File: config.mk
export PLATFORM = sky130hd
export DESIGN_NAME = seg_mode_controller
export DESIGN_NICKNAME = d
export VERILOG_FILES = /design/src/rtl/seg_mode_controller.sv
export SDC_FILE = /design/constraint.sdc
export NUM_CORES = 1
export LEC_CHECK = 0
export ABC_AREA = 1
export ABC_CLOCK_PERIOD_IN_PS = 2930
export BUFFER_PORTS_ARGS = -buffer_cell sky130_fd_sc_hd__clkbuf_2
export CAP_MARGIN = 20
export CORE_ASPECT_RATIO = 0.75
export CORE_MARGIN = 2
export CORE_UTILIZATION = 30
export DETAILED_ROUTE_END_ITERATION = 16
export SYNTH_ARGS = -nofsm -noshare
export SYNTH_HDL_FRONTEND = slang
export SYNTH_SLANG_ARGS = --single-unit
File: constraint.sdc
create_clock -name clk -period 2.93 [get_ports clk]
set_clock_uncertainty 0.1 [all_clocks]
set_input_delay 0 -clock clk [delete_from_list [all_inputs] [get_ports clk]]
set_output_delay 0 -clock clk [all_outputs]
set_load 0.05 [all_outputs]
File: src/rtl/seg_mode_controller.sv
// seg_mode_controller
// -------------------
// Seven-segment display mode selector. Two raw active-low push-buttons step
// the mode index forward / backward (wrapping at both ends); a lock input
// discards presses. Each button is synchronised (2 flops) and debounced.
// The digit bank and banner glyph for the current mode are registered out.
//
// Ports:
//   clk           system clock
//   reset         asynchronous, active-high reset
//   btn_next_n    raw "next" button, active-low, asynchronous
//   btn_prev_n    raw "previous" button, active-low, asynchronous
//   lock          when high, press events are discarded (not queued)
//   mode_seg_in   packed digit banks, mode m at [(m+1)*DIGITS*SEG_W-1 -: DIGITS*SEG_W]
//   banner_in     packed banner glyphs, glyph m at [(m+1)*SEG_W-1 -: SEG_W]
//   seg_out       registered digit bank of the current mode (all ones = blank)
//   banner_out    registered banner glyph of the current mode
//   mode          current mode index
//   mode_changed  one-cycle pulse, high in the first cycle a new mode is shown
//
// Handshake: there is no valid/ready pair; mode_changed acts as a strobe
// qualifying the first cycle of a new value on mode.
module seg_mode_controller #(
    parameter int N_MODES    = 3,
    parameter int DIGITS     = 2,
    parameter int SEG_W      = 8,
    parameter int DEB_CYCLES = 50000,
    localparam int MODE_W    = $clog2(N_MODES)
) (
    input  logic                             clk,
    input  logic                             reset,
    input  logic                             btn_next_n,
    input  logic                             btn_prev_n,
    input  logic                             lock,
    input  logic [N_MODES*DIGITS*SEG_W-1:0]  mode_seg_in,
    input  logic [N_MODES*SEG_W-1:0]         banner_in,
    output logic [DIGITS*SEG_W-1:0]          seg_out,
    output logic [SEG_W-1:0]                 banner_out,
    output logic [MODE_W-1:0]                mode,
    output logic                             mode_changed
);

    localparam int BANK_W = DIGITS * SEG_W;
    localparam int CNT_W  = $clog2(DEB_CYCLES);
    localparam logic [CNT_W-1:0]  CNT_MAX   = CNT_W'(DEB_CYCLES - 1);
    localparam logic [MODE_W-1:0] MODE_LAST = MODE_W'(N_MODES - 1);

    // Index 0 = next button, index 1 = prev button.
    logic [1:0]       raw_n;
    logic [1:0]       sync1;
    logic [1:0]       sync2;
    logic [1:0]       stable;
    logic [CNT_W-1:0] cnt [2];
    logic [1:0]       press;

    assign raw_n = {btn_prev_n, btn_next_n};

    // Synchroniser and debounce. Everything resets to "released" so the
    // first deassertion of reset can never look like a press.
    always_ff @(posedge clk or posedge reset) begin
        if (reset) begin
            sync1  <= '1;
            sync2  <= '1;
            stable <= '1;
            cnt[0] <= '0;
            cnt[1] <= '0;
        end else begin
            sync1 <= raw_n;
            sync2 <= sync1;
            for (int b = 0; b < 2; b++) begin
                if (sync2[b] == stable[b]) begin
                    cnt[b] <= '0;
                end else if (cnt[b] == CNT_MAX) begin
                    stable[b] <= sync2[b];
                    cnt[b]    <= '0;
                end else begin
                    cnt[b] <= cnt[b] + 1'b1;
                end
            end
        end
    end

    // Press event: high in the cycle the stable level is about to go 1->0.
    // Release transitions never produce an event.
    always_comb begin
        press = '0;
        for (int b = 0; b < 2; b++) begin
            press[b] = stable[b] & ~sync2[b] & (cnt[b] == CNT_MAX);
        end
    end

    // Next-mode logic. Simultaneous next+prev cancel; lock drops the event.
    logic [MODE_W-1:0] mode_next;
    logic              changed_next;

    always_comb begin
        mode_next    = mode;
        changed_next = 1'b0;
        if (!lock && (press[0] ^ press[1])) begin
            changed_next = 1'b1;
            if (press[0]) begin
                // ">=" also recovers an out-of-range index back to 0.
                mode_next = (mode >= MODE_LAST) ? '0 : mode + 1'b1;
            end else begin
                mode_next = (mode == '0) ? MODE_LAST : mode - 1'b1;
            end
        end
    end

    always_ff @(posedge clk or posedge reset) begin
        if (reset) begin
            mode         <= '0;
            mode_changed <= 1'b0;
        end else begin
            mode         <= mode_next;
            mode_changed <= changed_next;
        end
    end

    // Output selection: an index with no matching bank blanks the display.
    logic [BANK_W-1:0] bank_sel;
    logic [SEG_W-1:0]  glyph_sel;

    always_comb begin
        bank_sel  = '1;
        glyph_sel = '1;
        for (int m = 0; m < N_MODES; m++) begin
            if (mode == MODE_W'(m)) begin
                bank_sel  = mode_seg_in[m*BANK_W +: BANK_W];
                glyph_sel = banner_in[m*SEG_W +: SEG_W];
            end
        end
    end

    // Refreshed every cycle so live changes on the bank inputs show through.
    always_ff @(posedge clk or posedge reset) begin
        if (reset) begin
            seg_out    <= '1;
            banner_out <= '1;
        end else begin
            seg_out    <= bank_sel;
            banner_out <= glyph_sel;
        end
    end

endmodule
* After elaboration in Yosys (flattened, before gate mapping)
Index checks and enable logic that the tools add are counted.
Cells by class: add/subtract/negate cells 4, shift operators 0, $lt $le $gt $ge 1, bitwise logic cells 9, muxes and demuxes 14, reductions and logical operators 5, eq/ne operators 6, $mul 0, divide/modulo/power cells 0
Operator list (number):
- two-way mux 16 bit | 7
- adder 16 x 1 -> 16 bit, second input constant | 2
- == test 16 bit, second input constant | 2
- two-way mux 8 bit | 3
- two-way mux 2 bit | 3
- AND 1 bit | 4
- inverter 1 bit | 4
- AND reduction 2 bit | 2
- adder 2 x 1 -> 2 bit, second input constant | 1
- == test 1 bit | 2
- == test 2 x 1 -> 1 bit, second input constant | 1
- == test 2 bit, second input constant | 1
- greater-or-equal comparator 2 bit, second input constant | 1
- zero test 2 bit | 1
- subtractor 2 x 1 -> 2 bit, second input constant | 1
- logical AND 1 bit | 1
- zero test 1 bit | 1
- two-way mux 1 bit | 1
- bitwise XOR 1 bit | 1
Word-level totals: bits in read-only memories 0, memories kept 0, input port bits 77, output and inout port bits 27, latch bits 0, RAM bits 0, register bits 65, logic and storage cells 49

* Logic depth before layout (Yosys ltp)
Gate-level depths: netlist (run 1).
word-level depth 6, depth in mapped cells 10, mapped depth without buffers 10

* Worst setup path after synthesis (run 1)
OpenSTA, ideal clock, no wires.
path type register to register, start reg mode[1], end reg banner_out[3], required time 2751 ps, stages on the path, launching flop included 7, library setup time 79 ps, arrival time 1609 ps, buffers on the path 1, setup slack 1142 ps, clock period less this slack 1788 ps, path through dfrtp_1 inv_1 ha_1 inv_2 clkbuf_1 o22ai_1 o21ai_0
Between the ends: word-level cells in the longest chain between the ends 4, elaborated cells between the ends (all ways) 6, those cells by class 2 x eq/ne; 3 x mux; 1 x reduce/logical
RTL lines:
- from (decl) | RTL line 39 | output logic [MODE_W-1:0] mode,
- from (signal assigned) | RTL line 115 | mode <= mode_next;
- zero test 2 bit | RTL line 128 | if (mode == MODE_W'(m)) begin
- two-way mux 8 bit (2 in a row) | RTL line 128
- two-way mux 8 bit * | RTL line 128
- net glyph_sel[3] | RTL line 122 | logic [SEG_W-1:0] glyph_sel;
- to (signal assigned) | RTL line 142 | banner_out <= glyph_sel;
- to (decl) | RTL line 38 | output logic [SEG_W-1:0] banner_out,
Mark *: on every way through the listed nets, which the timed path passes. The rest lies on a longest branch. A chain may end at the register's enable or synchronous reset.

* Final worst setup path (run 1)
start reg mode[1], end reg seg_out[12]
Between the ends: word-level cells in the longest chain between the ends 4, elaborated cells between the ends (all ways) 6, those cells by class 2 x eq/ne; 3 x mux; 1 x reduce/logical
RTL lines:
- zero test 2 bit | RTL line 128
- two-way mux 16 bit (2 in a row) | RTL line 128
- two-way mux 16 bit * | RTL line 128
- net bank_sel[12] | RTL line 121 | logic [BANK_W-1:0] bank_sel;
- to (signal assigned) | RTL line 141 | seg_out <= bank_sel;
- to (decl) | RTL line 37 | output logic [DIGITS*SEG_W-1:0] seg_out,
Marks and branches as above.

==> Flow_metrics.wiki, run 1 <==
{| class="wikitable"
! Metric !! Value
|-
| Clock slew at the register clock pins of the worst setup and hold paths || 0.05 ns
|-
| Switching power || 523.4 uW
|-
| Number of flops mapped to enable cells by yosys || 0
|-
| Share of the yosys chip area belonging to registers || approximately half
|-
| Number of non-filler instances in the completed layout || ~670
|-
| Cell class contributing the biggest share of worst-path delay || buffers and inverters
|-
| Number of iterations in the first detailed-routing pass || 4
|-
| RSZ-0062 raised after global routing || no
|-
| Buffers & Inverters on Critical Path || 4
|-
| Proportion of register bits with asynchronous set or reset after synthesis || 100.0%
|-
| Area growth from synthesis to layout || 45.55%
|-
| Setup repair bufs after CTS || 0
|-
| Number of port buffers || between 100 and 150
|-
| Worst Path Max Fanout || 25
|-
| Leakage Power || 0.002208 uW
|-
| Clock sink total || 65
|-
| CTS tree || done
|-
| Layout cell share with drive strength beyond 1 || 33.21%
|-
| Yosys Warn Count || 0
|-
| DIE WIDTH || around 120 um
|-
| Fin nets || 616
|-
| Count of pins on the block boundary || 104
|-
| Startpoint class of the critical path || flip-flop
|-
| Post-DR vias/cell || 4.536
|-
| Post-Place Cells || 604
|-
| Number of max-cap violations || 0
|-
| Final hold slack || 0.2160 ns
|-
| Worst slew pin tran || slightly below 0.9 ns
|-
| Antenna diode count || 0
|-
| Internal power || 1648 uW
|-
| Via count of the first global-routing pass || 3034
|-
| Clock network power share || 44.4%
|-
| Remaining antenna violation count || 0
|-
| Antenna violations before repair || 0
|-
| Total clock buffers created by CTS || 9
|-
| Count of hold buffers inserted by post-cts repair || 52
|-
| Global Route Usage Sum || 14.90%
|-
| Library cell contributing the largest single delay on the critical path || dlygate4sd3_1
|-
| Required time of the critical path || 3.08 ns
|-
| Sequential power share || 43.8%
|-
| Resized Gates After CTS || 0
|-
| Average cell area after synthesis || between 8 and 9 um^2
|-
| Routed length per placed instance || 12.10 um
|-
| Wire length of the first global-routing pass || 13470 um
|-
| Time the final worst path needs with I/O delays and setup || 2.364 ns
|-
| Netlist area before placement || 3222 um^2
|-
| Setup slack, reg-to-reg || 0.57 ns
|-
| Fraction of power spent switching nets || about a quarter
|-
| Result of the run || completed
|-
| Critical Path End Type || flip-flop
|-
| Top FF cell, synth || dfrtp_1
|-
| Detailed Route Iter0 Violations || 116
|-
| Slowest Stage Delay on Critical Path || 0.59 ns
|-
| FMAX || 0.4230 GHz
|-
| Total half-perimeter wirelength after legalization and detailed placement || around 5700 um
|-
| Net Count, Synth || 455
|-
| Worst Path Arrival || about 2.5 ns
|-
| Die Height || 93.75 um
|-
| Pin count of the biggest net entering global routing || 44
|-
| Row Count || 32
|-
| Wire length reported by the detailed router || 8130 um
|-
| CP Class || reg2reg
|-
| Die ar. || 11590 um^2
|-
| Number of distinct library cell variants in the gate-level netlist after synthesis || 35
|-
| Final setup violation count || 0
|-
| Syn Inst Count || 370
|-
| Share of the cycle needed by the critical path after routing || 80.68%
|-
| Largest vdd supply drop || 276.8 uV
|-
| Pins Over Slew Limit || 0
|-
| Via count || 3048
|-
| Remaining global-route overflow || 0
|-
| Clock tree root buffer cell || clkbuf_16
|-
| CTS Buffer Depth || 2
|-
| H-tree levels || 3
|-
| Cell Pwr Density || 463.0 nW/um^2
|-
| Number of hold violations in the final report || 0
|-
| Final RePlAce weighted congestion || 0.7864
|-
| Combinational share of power || 11.8%
|-
| Slew headroom || 40.31%
|-
| Floorplan core area || 10370 um^2
|-
| Setup TNS Final || 0 ns
|-
| Later-pin clock latency in the skew report || 0.33 ns
|-
| Count of unresolved DRC violations after routing || 0
|-
| Worst min-delay path category || in2reg
|-
| Cells along the critical path || inv_1, ha_1, inv_2, nand2_1, buf_4, o22ai_1, o21ai_0, dlygate4sd3_1
|-
| Initial Util || around 31%
|-
| Number of register bits inferred by synthesis || 65
|}
synthesized netlist by cell type, drive strengths merged (2+ instances only):
| cell type | instances | share of area, % |
|---|---|---|
| nand2 | 88 | 10 |
| nor2 | 44 | 6.4 |
| inv | 42 | 4.9 |
| dfrtp | 35 | 27 |
| dfstp | 30 | 24 |
| o21ai | 29 | 4.5 |
| nand3 | 18 | 3.3 |
| o22ai | 18 | 3.5 |
| a21oi | 16 | 2.6 |
| ha | 8 | 3.1 |
| clkbuf | 7 | 0.82 |
| o221ai | 6 | 1.6 |
| nor3 | 5 | 1.6 |
| xor2 | 5 | 1.4 |
| and3 | 3 | 0.58 |
| nand4 | 3 | 0.58 |
| nor3b | 3 | 1.0 |
| a31oi | 2 | 0.39 |
| buf | 2 | 0.31 |
| xnor2 | 2 | 0.54 |
power groups by stage:
stage	clock network [uW]	registers (uW)	logic, uW
floorplan	0	1030	54.3
global placement	0	964	200
detailed placement	0	965	202
CTS	986	951	255
global route	1040	953	276
finish	965	951	255
flip-flops by register name, summed over array words and instances, names as in the netlist:
signal and flops:
cnt 32, banner_out 8, mode_changed 1, sync1 2
mode 2, sync2 2, seg_out 16, stable 2
stage by stage:
stage | power, uW | setup slack, ns | instance area, um^2 | utilization, %
2_1_floorplan | 1082 | 1.142 | 3222 | -
3_3_place_gp | 1165 | 1.211 | 3901 | 37.62
3_5_place_dp | 1167 | 1.146 | 3901 | 37.62
4_1_cts | 2192 | 0.5986 | 4690 | 45.22
5_1_grt | 2269 | 0.3931 | 4690 | 45.22
6_report | 2171 | 0.5659 | 4690 | 45.22
worst reg2reg max path: stages, from the launching register on:
cell           delay, ns
dfrtp_1             0.37
inv_1               0.09
ha_1                0.21
inv_2               0.33
nand2_1             0.10
buf_4               0.24
o22ai_1             0.16
o21ai_0             0.10
dlygate4sd3_1       0.59
layout by cell type, fill, tap and decap left out, drive strengths merged, types with 2 or more instances in the layout:
cell type / n
clkbuf: 116
nor2: 44
buf: 4
nand4: 3
a31oi: 2
nor3b: 3
dfrtp: 35
ha: 8
dfstp: 30
o21ai: 29
o221ai: 6
inv: 42
clkinv: 3
dlygate4sd3: 52
a21oi: 16
nand2: 88
and3: 3
xnor2: 2
xor2: 5
nor3: 5
nand3: 18
o22ai: 18
routing by layer:
| layer | GRT usage, % | up-vias | share of wire, % |
|---|---|---|---|
| li1 | - | 1538 | - |
| met5 | 0 | - | 0 |
| met3 | 5.522 | 21 | 5.3 |
| met2 | 24.13 | 82 | 49 |
| met1 | 18.06 | 1407 | 44 |
| met4 | 5.492 | 0 | 2.4 |
path summary, 6_finish.rpt:
| path | startpoint | depth (start not counted) | end |
|---|---|---|---|
| max in group asynchronous | reset | 4 | banner_out[1]$_DFF_PP1_ |
| max reg2reg | mode[1]$_DFFE_PP0P_ | 8 | seg_out[12]$_DFF_PP1_ |
| min in group asynchronous | reset | 3 | cnt[0]$_DFF_PP0_ |
| min | btn_next_n | 2 | sync1[0]$_DFF_PP1_ |
| min reg2reg | sync1[1]$_DFF_PP1_ | 0 | sync2[1]$_DFF_PP1_ |
| max | mode[1]$_DFFE_PP0P_ | 8 | seg_out[12]$_DFF_PP1_ |
final cells by class:
type / count / area [um^2]
Fill cell: 965 / 5680
Multi-Input combinational cell: 253 / 1360
Sequential cell: 65 / 1664
Clock inverter: 3 / 17.52
Timing Repair Buffer: 159 / 1066
Inverter: 43 / 161.4
Tap cell: 136 / 170.2
Clock buffer: 13 / 250.2
kinds of logic (layout without fill, tap and decap cells):
| kind of cell | count (synthesis) | count (layout) | share of synthesized area [%] |
|---|---|---|---|
| adders and majority gates | 8 | 8 | 3.107 |
| and+or+nand+nor | 165 | 165 | 24.12 |
| DFF | 65 | 65 | 51.65 |
| buffers and inverters | 52 | 218 | 6.136 |
| AOI/OAI and AO/OA | 73 | 73 | 13.09 |
| xor gates and xnor gates | 7 | 7 | 1.903 |
Note: power is estimated with default switching activity, not from simulation.
==> run 2, diff against run 1 <==
--- a/config.mk
+++ b/config.mk
@@ -6,7 +6,7 @@
 export NUM_CORES = 1
 export LEC_CHECK = 0
 export ABC_AREA = 1
-export ABC_CLOCK_PERIOD_IN_PS = 2930
+export ABC_CLOCK_PERIOD_IN_PS = 2300
 export BUFFER_PORTS_ARGS = -buffer_cell sky130_fd_sc_hd__clkbuf_2
 export CAP_MARGIN = 20
 export CORE_ASPECT_RATIO = 0.75
==> constraint.sdc (replaced) <==
create_clock -name clk -period 2.3 [get_ports clk]
set_clock_uncertainty 0.1 [all_clocks]
set_input_delay 0 -clock clk [delete_from_list [all_inputs] [get_ports clk]]
set_output_delay 0 -clock clk [all_outputs]
set_load 0.05 [all_outputs]
==> run 2 against run 1 <==
- clock power up 28%
- worst setup slack got worse by 0.44 ns
- sequential cell count did not move
- critical path depth is the same
- combinational power increased by 30%
- non-clock buffer count is 2 higher
- critical path type unchanged
==> Flow_metrics.wiki, run 2 (synthesis gave the netlist of run 1 again) <==
{| class="wikitable"
! Metric !! Value
|-
| Cell Pwr Density || 586.1 nW/um^2 (was 463.0 nW/um^2)
|-
| Pin count of the biggest net entering global routing || 66 (was 44)
|-
| Final RePlAce weighted congestion || 0.8155 (was 0.7864)
|-
| Fraction of power spent switching nets || 23.54% (was 24.11%)
|-
| H-tree levels || 3 (unchanged)
|-
| Largest vdd supply drop || 304.8 uV (was 276.8 uV)
|-
| Library cell contributing the largest single delay on the critical path || dlygate4sd3_1 (unchanged)
|-
| Floorplan core area || 10370 um^2 (unchanged)
|-
| Worst min-delay path category || in2async (was in2reg)
|-
| Number of port buffers || 103 (unchanged)
|-
| Total half-perimeter wirelength after legalization and detailed placement || 5755 um (was 5673 um)
|-
| Die ar. || 11590 um^2 (unchanged)
|-
| Remaining global-route overflow || 0 (unchanged)
|-
| Clock sink total || 65 (unchanged)
|-
| Leakage Power || 0.002231 uW (was 0.002208 uW)
|-
| Switching power || 655.7 uW (was 523.4 uW)
|-
| Number of iterations in the first detailed-routing pass || 5 (was 4)
|-
| Area growth from synthesis to layout || 47.53% (was 45.55%)
|-
| Slowest Stage Delay on Critical Path || 0.59 ns (about the same)
|-
| Combinational share of power || 11.9% (was 11.8%)
|-
| Worst Path Arrival || 2.34 ns (was 2.52 ns)
|-
| Internal power || 2130 uW (was 1648 uW)
|-
| Initial Util || 31.07% (unchanged)
|-
| Number of max-cap violations || 0 (unchanged)
|-
| Final setup violation count || 0 (unchanged)
|-
| Antenna violations before repair || 0 (unchanged)
|-
| Reg2reg path depth || 8 (unchanged)
|-
| FMAX || 0.4599 GHz (was 0.4230 GHz)
|-
| CTS Buffer Depth || 2 (unchanged)
|-
| Post-route cell area || 4753 um^2 (was 4690 um^2)
|-
| Registers with the highest flip-flop counts || cnt: 32 flops, seg_out: 16 flops, banner_out: 8 flops (unchanged)
|-
| Time the final worst path needs with I/O delays and setup || 2.174 ns (was 2.364 ns)
|-
| Fin nets || 618 (was 616)
|-
| RSZ-0062 raised after global routing || no (unchanged)
|-
| Cells along the critical path || inv_1, ha_1, inv_2, nand2_2, buf_6, o22ai_1, o21ai_0, dlygate4sd3_1 (was inv_1, ha_1, inv_2, nand2_1, buf_4, o22ai_1, o21ai_0, dlygate4sd3_1)
|-
| Slew headroom || 76.73% (was 40.31%)
|-
| Post-DR vias/cell || 4.615 (was 4.536)
|-
| Global Route Usage Sum || 15.16% (was 14.90%)
|-
| Later-pin clock latency in the skew report || 0.33 ns (about the same)
|-
| DIE WIDTH || 123.7 um (unchanged)
|-
| CTS tree || done (unchanged)
|-
| Worst Path Max Fanout || 14 (was 25)
|-
| Setup repair bufs after CTS || 0 (unchanged)
|-
| Wire length of the first global-routing pass || 13610 um (was 13470 um)
|-
| Number of filler cells placed in the layout || 991 (was 965)
|-
| Detailed Route Iter0 Violations || 110 (was 116)
|-
| Die Height || 93.75 um (unchanged)
|-
| Total clock buffers created by CTS || 9 (unchanged)
|-
| Largest register by flop count || cnt (unchanged)
|-
| Worst slew pin tran || 0.3491 ns (was 0.8941 ns)
|-
| Wire length reported by the detailed router || 8433 um (was 8130 um)
|-
| Number of hold violations in the final report || 0 (unchanged)
|-
| Buffers & Inverters on Critical Path || 4 (unchanged)
|-
| Via count of the first global-routing pass || 3050 (was 3034)
|-
| Count of pins on the block boundary || 104 (unchanged)
|-
| Cell class contributing the biggest share of worst-path delay || buffers and inverters (unchanged)
|-
| Result of the run || completed (unchanged)
|-
| Most common library cell in the layout ignoring fill and taps || clkbuf_2 (unchanged)
|-
| Via count || 3115 (was 3048)
|-
| Count of cell instances traversed by the critical path || 8 (unchanged)
|-
| Pins Over Slew Limit || 0 (unchanged)
|-
| Remaining antenna violation count || 0 (unchanged)
|-
| CP Class || reg2reg (unchanged)
|-
| Critical Path End Type || flip-flop (unchanged)
|-
| Routed length per placed instance || 12.49 um (was 12.10 um)
|-
| Max reg flops || 32 (unchanged)
|-
| Sequential power share || 43.5% (was 43.8%)
|-
| Startpoint class of the critical path || flip-flop (unchanged)
|-
| Setup TNS Final || 0 ns (unchanged)
|-
| Required time of the critical path || 2.47 ns (was 3.08 ns)
|-
| Clock slew at the register clock pins of the worst setup and hold paths || 0.05 ns (about the same)
|-
| Layout cell share with drive strength beyond 1 || 33.64% (was 33.21%)
|-
| Clock network power share || 44.6% (was 44.4%)
|-
| Row Count || 32 (unchanged)
|-
| Area post-placement || 3926 um^2 (was 3901 um^2)
|-
| Clock tree root buffer cell || clkbuf_16 (unchanged)
|-
| Share of the cycle needed by the critical path after routing || 94.54% (was 80.68%)
|-
| Commonest non-fill, non-tap cells in the layout || clkbuf_2, nand2_1, dlygate4sd3_1 (unchanged)
|-
| Count of unresolved DRC violations after routing || 0 (unchanged)
|}
-- run 2: cell type report --
cell class / instances / area (um^2) / area share [%]
Timing Repair Buffer: 161 / 1115 / 23.45
Sequential cell: 65 / 1664 / 35.01
Inverter: 43 / 161.4 / 3.396
Clock inverter: 3 / 15.01 / 0.3159
Multi-Input combinational cell: 253 / 1365 / 28.72
Clock buffer: 13 / 260.3 / 5.475
Tap cell: 136 / 170.2 / 3.580
Antenna cell: 1 / 2.502 / 0.05265
-- run 2: power groups by stage --
stage	registers, uW	logic (uW)	clock network (uW)
global placement	1230	257	0
floorplan	1310	69.1	0
detailed placement	1230	260	0
global route	1210	356	1350
CTS	1210	330	1280
finish	1210	332	1240
-- run 2: worst reg2reg max path: stages, from the launching register on --
cell and delay (ns):
dfrtp_1 0.40, inv_1 0.11, ha_1 0.19, inv_2 0.05
nand2_2 0.19, buf_6 0.21, o22ai_1 0.08, o21ai_0 0.19
dlygate4sd3_1 0.59
-- run 2: per-stage QoR --
step                setup WS (ns)  util [%]  power (uW)  hold WS, ns  cells
global route              0.01713     45.81        2922       0.2103    674
global placement           0.6218     37.86        1485     -0.01968    604
detailed placement         0.5263     37.86        1489     -0.01765    604
floorplan                  0.5121         -        1378     -0.09552    370
CTS                       0.03027     45.73        2826       0.1787    674
finish                     0.1256     45.84        2786       0.1745    675
-- run 2: worst paths after layout --
kind,start,end,slack [ns]
setup / recovery,mode[1]$_DFFE_PP0P_,seg_out[9]$_DFF_PP1_,0.13
hold / removal,reset,cnt[3]$_DFF_PP0_,0.17
setup reg to reg,mode[1]$_DFFE_PP0P_,seg_out[9]$_DFF_PP1_,0.13
hold reg to reg,sync1[0]$_DFF_PP1_,sync2[0]$_DFF_PP1_,0.25
max in group asynchronous,reset,sync2[0]$_DFF_PP1_,1.60
min in group clk,btn_next_n,sync1[0]$_DFF_PP1_,0.21
-- run 2: layer usage --
metal  vias up  GRT usage (%)  wire (um)
met5         -              0          0
met4         0          4.167        115
met3        12          6.493        453
met2        81          24.50       4199
met1      1475          18.47       3665
li1       1547              -          -
-- run 2: what timing repair did --
item	CTS	global route
gates resized for setup	0	3
setup endpoints to repair	0	18
hold buffers	54	0
hold endpoints to repair	94	0
==> run 3, diff against run 2 <==
--- a/config.mk
+++ b/config.mk
@@ -13,6 +13,7 @@
 export CORE_MARGIN = 2
 export CORE_UTILIZATION = 30
 export DETAILED_ROUTE_END_ITERATION = 16
+export PLACE_DENSITY = 0.5
 export SYNTH_ARGS = -nofsm -noshare
 export SYNTH_HDL_FRONTEND = slang
 export SYNTH_SLANG_ARGS = --single-unit
==> run 3 against run 2 <==
- sequential power barely moved
- count of clock-buffer cells in the layout fell by 2
- combinational power fell by 3%
- final cell count fell by 0.44%
- largest cell class unchanged
- hold slack got worse by 0.081 ns
- largest power group unchanged
- fmax rose by 3.0%
- global-route usage fell by 1.3 points
- worst setup slack improved by 0.064 ns
- total power rose by 6.9%
==> Flow_metrics.wiki, run 3 (synthesis gave the netlist of run 1 again) <==
{| class="wikitable"
! Metric !! Value
|-
| Total clock buffers created by CTS || 9 (unchanged)
|-
| CTS Buffer Depth || 2 (unchanged)
|-
| Cell class contributing the biggest share of worst-path delay || buffers and inverters (unchanged)
|-
| Clock slew at the register clock pins of the worst setup and hold paths || 0.05 ns (about the same)
|-
| Time the final worst path needs with I/O delays and setup || 2.111 ns (was 2.174 ns)
|-
| Worst Path Arrival || 2.27 ns (was 2.34 ns)
|-
| Cell Pwr Density || 626.1 nW/um^2 (was 586.1 nW/um^2)
|-
| Number of port buffers || 103 (unchanged)
|-
| Worst Path Max Fanout || 24 (was 14)
|-
| Die ar. || 11590 um^2 (unchanged)
|-
| Result of the run || completed (unchanged)
|-
| Pin count of the biggest net entering global routing || 51 (was 66)
|-
| Via count || 2939 (was 3115)
|-
| Wire length reported by the detailed router || 7722 um (was 8433 um)
|-
| Global Route Usage Sum || 13.86% (was 15.16%)
|-
| RSZ-0062 raised after global routing || no (unchanged)
|-
| Combinational share of power || 10.8% (was 11.9%)
|-
| Antenna violations before repair || 0 (unchanged)
|-
| Number of hold violations in the final report || 0 (unchanged)
|-
| FMAX || 0.4738 GHz (was 0.4599 GHz)
|-
| Share of the cycle needed by the critical path after routing || 91.77% (was 94.54%)
|-
| Remaining antenna violation count || 0 (unchanged)
|-
| Clock sink total || 65 (unchanged)
|-
| Number of non-filler instances in the completed layout || 672 (was 675)
|-
| Buffers & Inverters on Critical Path || 4 (unchanged)
|-
| Wire length of the first global-routing pass || 12650 um (was 13610 um)
|-
| Row Count || 32 (unchanged)
|-
| Slew headroom || 74.48% (was 76.73%)
|-
| Worst min-delay path category || in2async (unchanged)
|-
| Resized Gates After CTS || 0 (unchanged)
|-
| DIE WIDTH || 123.7 um (unchanged)
|-
| Final hold slack || 0.09317 ns (was 0.1745 ns)
|-
| Largest register by flop count || cnt (unchanged)
|-
| CTS tree || done (unchanged)
|-
| Internal power || 2320 uW (was 2130 uW)
|-
| Later-pin clock latency in the skew report || 0.32 ns (was 0.33 ns)
|-
| Final RePlAce weighted congestion || 0.7690 (was 0.8155)
|-
| Required time of the critical path || 2.46 ns (was 2.47 ns)
|-
| Commonest non-fill, non-tap cells in the layout || clkbuf_2, nand2_1, dlygate4sd3_1 (unchanged)
|-
| Number of max-cap violations || 0 (unchanged)
|-
| H-tree levels || 3 (unchanged)
|-
| Cells along the critical path || inv_1, ha_1, inv_2, nand2_1, buf_4, o22ai_1, o21ai_0, dlygate4sd3_1 (was inv_1, ha_1, inv_2, nand2_2, buf_6, o22ai_1, o21ai_0, dlygate4sd3_1)
|-
| Die Height || 93.75 um (unchanged)
|-
| Sequential power share || 40.6% (was 43.5%)
|-
| Registers with the highest flip-flop counts || cnt: 32 flops, seg_out: 16 flops, banner_out: 8 flops (unchanged)
|-
| Setup TNS Final || 0 ns (unchanged)
|-
| Total half-perimeter wirelength after legalization and detailed placement || 5560 um (was 5755 um)
|-
| Count of pins on the block boundary || 104 (unchanged)
|-
| Slowest Stage Delay on Critical Path || 0.57 ns (was 0.59 ns)
|-
| Remaining global-route overflow || 0 (unchanged)
|-
| Switching power || 657.1 uW (was 655.7 uW)
|-
| Fraction of power spent switching nets || 22.07% (was 23.54%)
|-
| Initial Util || 31.07% (unchanged)
|-
| Layout cell share with drive strength beyond 1 || 33.58% (was 33.64%)
|-
| Final setup violation count || 0 (unchanged)
|-
| Setup slack, reg-to-reg || 0.19 ns (was 0.13 ns)
|-
| Routed length per placed instance || 11.49 um (was 12.49 um)
|-
| Detailed Route Iter0 Violations || 145 (was 110)
|-
| Worst slew pin tran || 0.3822 ns (was 0.3491 ns)
|-
| Multi-input combinational cell area || 1360 um^2 (was 1365 um^2)
|-
| CP Class || reg2reg (unchanged)
|-
| Clock network power share || 48.5% (was 44.6%)
|-
| Fin nets || 616 (was 618)
|-
| Post-DR vias/cell || 4.374 (was 4.615)
|-
| Antenna diode count || 0 (was 1)
|-
| Pins Over Slew Limit || 0 (unchanged)
|-
| Leakage Power || 0.002241 uW (was 0.002231 uW)
|-
| Clock tree root buffer cell || clkbuf_16 (unchanged)
|-
| Power consumption || 2978 uW (was 2786 uW)
|-
| Critical Path End Type || flip-flop (unchanged)
|-
| Startpoint class of the critical path || flip-flop (unchanged)
|-
| Library cell contributing the largest single delay on the critical path || dlygate4sd3_1 (unchanged)
|-
| Floorplan core area || 10370 um^2 (unchanged)
|-
| Count of unresolved DRC violations after routing || 0 (unchanged)
|-
| Max reg flops || 32 (unchanged)
|-
| Post-Place Cells || 604 (unchanged)
|-
| Area growth from synthesis to layout || 47.61% (was 47.53%)
|-
| Number of iterations in the first detailed-routing pass || 4 (was 5)
|-
| Via count of the first global-routing pass || 2836 (was 3050)
|-
| Most common library cell in the layout ignoring fill and taps || clkbuf_2 (unchanged)
|-
| Number of filler cells placed in the layout || 1024 (was 991)
|-
| Largest vdd supply drop || 404.1 uV (was 304.8 uV)
|-
| FF/Latch Area || 1664 um^2 (unchanged)
|}
==> run 3: worst paths after layout <==
path                                startpoint                      end  cells after the start
max                        mode[1]$_DFFE_PP0P_  banner_out[7]$_DFF_PP1_                      8
min                                      reset        cnt[14]$_DFF_PP0_                      3
max reg2reg                mode[1]$_DFFE_PP0P_  banner_out[7]$_DFF_PP1_                      8
min reg2reg                 sync1[0]$_DFF_PP1_       sync2[0]$_DFF_PP1_                      0
max in group asynchronous                reset  banner_out[3]$_DFF_PP1_                      4
min in group clk                    btn_next_n       sync1[0]$_DFF_PP1_                      2
==> run 3: worst min-delay path, stage by stage <==
cell	delay [ns]
dlygate4sd3_1	0.53
clkbuf_2	0.11
inv_2	0.29
==> run 3: area by class of cell <==
| class | count | share of cell area [%] |
|---|---|---|
| Sequential cell | 65 | 34.99 |
| Inverter | 43 | 3.394 |
| Timing Repair Buffer | 159 | 22.68 |
| Clock inverter | 5 | 1.657 |
| Multi-Input combinational cell | 253 | 28.60 |
| Tap cell | 136 | 3.578 |
| Clock buffer | 11 | 5.104 |
==> run 3: power groups by stage <==
stage	Clock [uW]	Combinational [uW]	Sequential (uW)
2_1_floorplan	0	69.1	1310
3_3_place_gp	0	257	1230
3_5_place_dp	0	259	1230
4_1_cts	1490	326	1210
5_1_grt	1560	353	1210
6_report	1450	323	1210
==> run 3: stage by stage <==
step	setup slack [ns]	util [%]	area [um^2]
CTS	0.2298	45.86	4756
detailed placement	0.5987	37.74	3914
finish	0.1892	45.86	4756
global route	0.05623	45.86	4756
global placement	0.6535	37.74	3914
floorplan	0.5121	-	3222
==> run 3: repair_timing <==
| item | CTS | global route |
|---|---|---|
| buffers inserted | 0 | 0 |
| hold buffers | 52 | 0 |
| endpoints found under the setup margin | 0 | 0 |
| hold endpoints to repair | 69 | 0 |
==> run 3: metal layers <==
layer  vias to the layer above  share of wire (%)  global-route usage (%)  wire length, um
met5                         -                  0                       0                0
met2                        55                 48                   22.62             3738
met1                      1342                 46                   17.67             3579
met3                         4                4.9                   4.854              378
met4                         0               0.32                   3.030               25
li1                       1538                  -                       -                -
